**src/rtl/fifo_pkg.sv**
```systemverilog
// Shared types and helpers for the parametrised synchronous FIFO.
// The op encoding is {wr_acc, rd_acc}.
package fifo_pkg;

   typedef enum logic [1:0] {
      OP_NONE  = 2'b00,
      OP_READ  = 2'b01,
      OP_WRITE = 2'b10,
      OP_RW    = 2'b11
   } fifo_op_e;

   function automatic int fifo_depth(input int addr_width);
      return 1 << addr_width;
   endfunction

endpackage

```
**src/rtl/fifo_ptr_ctrl.sv**
```systemverilog
// Pointer, occupancy, status and sticky-error control for fifo_sync_param.
// Acceptance decisions are exported so the top can gate the storage.
module fifo_ptr_ctrl
   import fifo_pkg::*;
#(
   parameter int ADDR_WIDTH = 3,
   parameter int AF_LEVEL   = fifo_depth(ADDR_WIDTH) - 1,
   parameter int AE_LEVEL   = 1
) (
   input  logic                  clk,
   input  logic                  reset_n,
   input  logic                  wr,
   input  logic                  rd,
   input  logic                  clr,
   input  logic                  clr_err,
   output logic [ADDR_WIDTH-1:0] w_addr,
   output logic [ADDR_WIDTH-1:0] r_addr,
   output logic                  wr_acc,
   output logic                  rd_acc,
   output logic [ADDR_WIDTH:0]   count,
   output logic                  empty,
   output logic                  full,
   output logic                  almost_empty,
   output logic                  almost_full,
   output logic                  overflow,
   output logic                  underflow
);

   localparam int CW    = ADDR_WIDTH + 1;
   localparam int DEPTH = fifo_depth(ADDR_WIDTH);

   localparam logic [ADDR_WIDTH:0] DEPTH_C = CW'(DEPTH);
   localparam logic [ADDR_WIDTH:0] AF_C    = CW'(AF_LEVEL);
   localparam logic [ADDR_WIDTH:0] AE_C    = CW'(AE_LEVEL);
   localparam logic [ADDR_WIDTH-1:0] P_ONE = ADDR_WIDTH'(1);
   localparam logic [ADDR_WIDTH:0] C_ONE   = CW'(1);

   if (ADDR_WIDTH < 1) begin : g_bad_aw
      $error("fifo_ptr_ctrl: ADDR_WIDTH must be >= 1");
   end
   if (AF_LEVEL < 0 || AF_LEVEL > DEPTH) begin : g_bad_af
      $error("fifo_ptr_ctrl: AF_LEVEL outside 0..DEPTH");
   end
   if (AE_LEVEL < 0 || AE_LEVEL > DEPTH) begin : g_bad_ae
      $error("fifo_ptr_ctrl: AE_LEVEL outside 0..DEPTH");
   end

   logic [ADDR_WIDTH-1:0] wr_ptr_q, wr_ptr_d;
   logic [ADDR_WIDTH-1:0] rd_ptr_q, rd_ptr_d;
   logic [ADDR_WIDTH:0]   count_q, count_d;
   logic                  ovf_q, ovf_d;
   logic                  udf_q, udf_d;
   logic                  wr_ok;
   logic                  rd_ok;
   fifo_op_e              op;

   assign empty        = (count_q == '0);
   assign full         = (count_q == DEPTH_C);
   assign almost_empty = (count_q <= AE_C);
   assign almost_full  = (count_q >= AF_C);

   // A read on a full FIFO frees the slot for a same-cycle write.
   assign wr_ok  = wr & (~full | rd);
   assign rd_ok  = rd & ~empty;
   // Flush wins: nothing is transferred or flagged in that cycle.
   assign wr_acc = wr_ok & ~clr;
   assign rd_acc = rd_ok & ~clr;
   assign op     = fifo_op_e'({wr_acc, rd_acc});

   always_comb begin
      wr_ptr_d = wr_ptr_q;
      rd_ptr_d = rd_ptr_q;
      count_d  = count_q;
      unique case (op)
         OP_WRITE: begin
            wr_ptr_d = wr_ptr_q + P_ONE;
            count_d  = count_q + C_ONE;
         end
         OP_READ: begin
            rd_ptr_d = rd_ptr_q + P_ONE;
            count_d  = count_q - C_ONE;
         end
         OP_RW: begin
            wr_ptr_d = wr_ptr_q + P_ONE;
            rd_ptr_d = rd_ptr_q + P_ONE;
         end
         OP_NONE: begin
            count_d = count_q;
         end
      endcase
      if (clr) begin
         wr_ptr_d = '0;
         rd_ptr_d = '0;
         count_d  = '0;
      end
   end

   // A new error outranks a simultaneous clear request.
   always_comb begin
      ovf_d = (ovf_q & ~clr_err) | (wr & ~wr_ok & ~clr);
      udf_d = (udf_q & ~clr_err) | (rd & ~rd_ok & ~clr);
   end

   always_ff @(posedge clk or negedge reset_n) begin
      if (!reset_n) begin
         wr_ptr_q <= '0;
         rd_ptr_q <= '0;
         count_q  <= '0;
         ovf_q    <= 1'b0;
         udf_q    <= 1'b0;
      end else begin
         wr_ptr_q <= wr_ptr_d;
         rd_ptr_q <= rd_ptr_d;
         count_q  <= count_d;
         ovf_q    <= ovf_d;
         udf_q    <= udf_d;
      end
   end

   assign w_addr    = wr_ptr_q;
   assign r_addr    = rd_ptr_q;
   assign count     = count_q;
   assign overflow  = ovf_q;
   assign underflow = udf_q;

endmodule

```
**src/rtl/fifo_sync_param.sv**
```systemverilog
// Synchronous FIFO with register-file storage and programmable thresholds.
// Define FIFO_FWFT_EN for first-word fall-through; default is registered read.
module fifo_sync_param
   import fifo_pkg::*;
#(
   parameter int ADDR_WIDTH = 3,
   parameter int DATA_WIDTH = 8,
   parameter int AF_LEVEL   = fifo_depth(ADDR_WIDTH) - 1,
   parameter int AE_LEVEL   = 1
) (
   input  logic                  clk,
   input  logic                  reset_n,
   input  logic                  wr,
   input  logic [DATA_WIDTH-1:0] w_data,
   input  logic                  rd,
   output logic [DATA_WIDTH-1:0] r_data,
   input  logic                  clr,
   input  logic                  clr_err,
   output logic                  empty,
   output logic                  full,
   output logic                  almost_empty,
   output logic                  almost_full,
   output logic [ADDR_WIDTH:0]   count,
   output logic                  overflow,
   output logic                  underflow
);

   localparam int DEPTH = fifo_depth(ADDR_WIDTH);

   logic [ADDR_WIDTH-1:0] w_addr;
   logic [ADDR_WIDTH-1:0] r_addr;
   logic                  wr_acc;
   logic                  rd_acc;
   logic [DATA_WIDTH-1:0] mem_q [DEPTH];

   fifo_ptr_ctrl #(
      .ADDR_WIDTH (ADDR_WIDTH),
      .AF_LEVEL   (AF_LEVEL),
      .AE_LEVEL   (AE_LEVEL)
   ) u_ctrl (
      .clk          (clk),
      .reset_n      (reset_n),
      .wr           (wr),
      .rd           (rd),
      .clr          (clr),
      .clr_err      (clr_err),
      .w_addr       (w_addr),
      .r_addr       (r_addr),
      .wr_acc       (wr_acc),
      .rd_acc       (rd_acc),
      .count        (count),
      .empty        (empty),
      .full         (full),
      .almost_empty (almost_empty),
      .almost_full  (almost_full),
      .overflow     (overflow),
      .underflow    (underflow)
   );

   // Storage is not reset; a write coinciding with reset is dropped.
   always_ff @(posedge clk) begin
      if (wr_acc && reset_n) begin
         mem_q[w_addr] <= w_data;
      end
   end

`ifdef FIFO_FWFT_EN
   assign r_data = mem_q[r_addr];
`else
   logic [DATA_WIDTH-1:0] r_data_q;

   always_ff @(posedge clk or negedge reset_n) begin
      if (!reset_n) begin
         r_data_q <= '0;
      end else if (rd_acc) begin
         r_data_q <= mem_q[r_addr];
      end
   end

   assign r_data = r_data_q;
`endif

endmodule

```
**config.mk**
```make
export PLATFORM = sky130hd
export DESIGN_NAME = fifo_sync_param
export DESIGN_NICKNAME = d
export VERILOG_FILES = /design/src/rtl/fifo_pkg.sv /design/src/rtl/fifo_ptr_ctrl.sv /design/src/rtl/fifo_sync_param.sv
export SDC_FILE = /design/constraint.sdc
export NUM_CORES = 1
export LEC_CHECK = 0
export CORE_MARGIN = 4
export CORE_UTILIZATION = 25
export DETAILED_ROUTE_END_ITERATION = 12
export GPL_ROUTABILITY_DRIVEN = 0
export HOLD_SLACK_MARGIN = 0.12
export PLACE_DENSITY_LB_ADDON = 0.15
export SLEW_MARGIN = 20
export SYNTH_ARGS = -nofsm -noshare
export SYNTH_HDL_FRONTEND = slang
export SYNTH_SLANG_ARGS = --single-unit
export TNS_END_PERCENT = 20
```
**constraint.sdc**
```tcl
create_clock -name clk -period 3 [get_ports clk]
set_input_delay 0.9 -clock clk [delete_from_list [all_inputs] [get_ports clk]]
set_output_delay 0.9 -clock clk [all_outputs]
set_load 0.05 [all_outputs]
```
==> run metrics <==
status=finished clean; diode count=0; FILL cells=roughly 1,400; Rel. slew slack=0.544; 1st-iter DRT viols=215; cells after synthesis=about 250; Worst Setup End Kind=output port; Post-DP Area=4150 um^2; cts repair resizes=0; NetSw=about 1.4 mW; worst-case clock skew=~0.0078 ns; Final period util=0.968; clk root buf=clkbuf_16; placed cells=462; Synth top area share=0.542; layout cells sized above 1=0.121; hold slack=roughly 0.5 ns; Sink Count=84; Final Hold Vio Count=0; DRT antenna net count=0; Finished Core Util=0.320; fmax=0.344 GHz; FF/Latch Area=around 2400 um^2; IO Pins=32; H-tree depth=3; most used flip-flop cell after synthesis=edfxtp_1; Die Area=roughly 16,000 um^2; largest net degree at the start of global routing=21; area grow syn2layout=25.1%; Leak=between 1.5 and 2 nW; final worst slack=about 0.096 ns; max-cap violation count=0; Netlist cell types=38; Reg power frac=0.379; leading cell types by count after synthesis=edfxtp_1 (64), mux2i_1 (32), dfrtp_1 (20); crit path max fanout=7; syn_area_per_cell=around 14 um^2; YS warnings=0; Routed Wire Length=roughly 7900 um; Final Critical Period=~2.9 ns; vias=2,068; sequential share of the synthesized area=0.683; first-pass GRT wire length=roughly 13,000 um; All-Layer GR Usage=0.104; total congestion overflow=0; die height=between 100 and 150 um; top cell type by total area after synthesis=edfxtp_1; pre-CTS setup slack=about 0.38 ns; Hold Crit Start=r_data[4]$_DFFE_PN0P_; final setup violation count=0; largest cells by area after synthesis=edfxtp_1 (54%), dfrtp_1 (14%), mux2i_1 (9.0%); Layout Cells excl Fill=around 480; Critical Path RT=~2.1 ns; area of the multi-input gates=1050 um^2; Post-DP HPWL=~5500 um; DRC Markers=0; Worst Path Arrival=around 2 ns; DRT Pass-1 Iters=4; Port Buffers=31; startpoint types=register; Placeable Area=about 14,000 um^2; Syn Nets=between 200 and 300; # rows=43; Pwr Total=between 3 and 4 mW; Power per Cell Area=between 800 and 900 nW/um^2; clk_lat worst skew=about 0.34 ns; mapped cell area=3550 um^2; Clock Tree Buf Depth=2; CTS tree=yes; unrepaired setup endpoints after global routing=no; fin nets=about 310; most frequent cell after synthesis=edfxtp_1; Peak supply drop=about 0.37 mV; Yosys reg bits=84; CP Launch Point=u_ctrl.count[0]$_DFFE_PN0P_; slew at the pin with the worst max-slew slack=about 0.7 ns; post-CTS setup buffer count=0; Hold Buf Count CTS=0; Reg2Reg Launch Point=u_ctrl.count[0]$_DFFE_PN0P_; fraction of registers with async set/reset=0.238; Clk pwr share=0.274; WS Path Type=register to output port; CTS Buf Count=9; clock-pin slew on the worst setup and hold paths=approximately 0.06 ns; number of antenna violations at the first check in global routing=0; Final TNS setup=0 ns; Die W=roughly 130 um; Int Pwr=2.53 mW; Hold WC Path Type=register to register; Initial Utilization=0.256; via-per-instance ratio=approximately 4.3; Comb power frac=0.346; number of synthesized flops with an enable pin=64; routed len/inst=around 17 um; vias in the first global route=roughly 2,200; sw frac=0.356; max-slew violations=0; fin area=approximately 4400 um^2
==> metal layers <==
layer  track usage  wire length [um]  vias up
met5             0                 0        -
met4        0.0454               130        0
met3        0.0238               273       11
met2         0.154              3460       43
met1         0.147              4020      993
li1              -                 -     1021
==> sequential cells by signal (all words and copies together) (netlist names) <==
name,count
u_ctrl.r_addr,3
u_ctrl.w_addr,3
u_ctrl.underflow,1
r_data,8
u_ctrl.overflow,1
mem_q,64
u_ctrl.count,4
==> cell usage in the layout, fill, tap and decap left out, drive strengths merged <==
cell and instances:
ha 6, a211o 2, bufinv 1, xnor2 1
a22oi 16, nor2b 2, nor2 14, dfrtp 20
clkinvlp 1, nand2 15, clkinv 3, a311o 1
o22ai 2, edfxtp 64, nand3 13, and3b 1
clkbuf 12, a21oi 4, a21o 1, or3 1
clkdlybuf4s50 28, buf 17, nand4bb 1, and2 1
nor3 6, nand2b 6, o21ai 10, mux2i 32
or3b 1, inv 5, o21a 1, a211oi 3
and4b 1, a2111oi 1, xor2 4, nor4 1
==> cell families (layout without fill, tap and decap cells) <==
family / Yosys count / in the layout / synth area share
AND/OR/NAND/NOR: 63 / 63 / 0.0899
multiplexers: 32 / 32 / 0.0903
flip-flops: 84 / 84 / 0.683
adder cells (fa/ha/maj): 6 / 6 / 0.0212
buffers and inverters: 17 / 67 / 0.0222
AO/OA/AOI/OAI: 41 / 41 / 0.0811
XOR/XNOR: 5 / 5 / 0.0123
==> critical path, cell delays in order (launching register included) <==
cell and delay [ns]:
dfrtp_1 0.48, ha_1 0.26, a21o_1 0.13, clkdlybuf4s50_1 0.79
==> final cells by class <==
class                      instances  area share
clock buffer                      12      0.0533
clock inverter                     4      0.0116
inverter                           6     0.00536
multi-input combinational        147       0.236
sequential                        84       0.546
tap                              180      0.0507
timing repair buffer              45      0.0975
==> path summary, 6_finish.rpt <==
check | to | cells past startpoint | slack (ns)
hold reg to reg | r_data[4]$_DFFE_PN0P_ | 2 | 0.50
min in group asynchronous | r_data[2]$_DFFE_PN0P_ | 2 | 0.97
max in group asynchronous | u_ctrl.r_addr[0]$_DFFE_PN0P_ | 2 | 1.80
hold / removal | r_data[4]$_DFFE_PN0P_ | 2 | 0.50
setup / recovery | almost_full | 3 | 0.1
setup reg to reg | u_ctrl.count[2]$_DFFE_PN0P_ | 7 | 0.76
==> power by group through the flow <==
stage | sequential [mW] | clock [mW] | combinational (mW)
floorplan | 1.71 | 0 | 0.732
global placement | 1.52 | 0 | 1.37
detailed placement | 1.52 | 0 | 1.37
CTS | 1.50 | 1.12 | 1.38
global route | 1.52 | 1.17 | 1.46
finish | 1.49 | 1.08 | 1.36
Power figures use the tool's default switching activity.
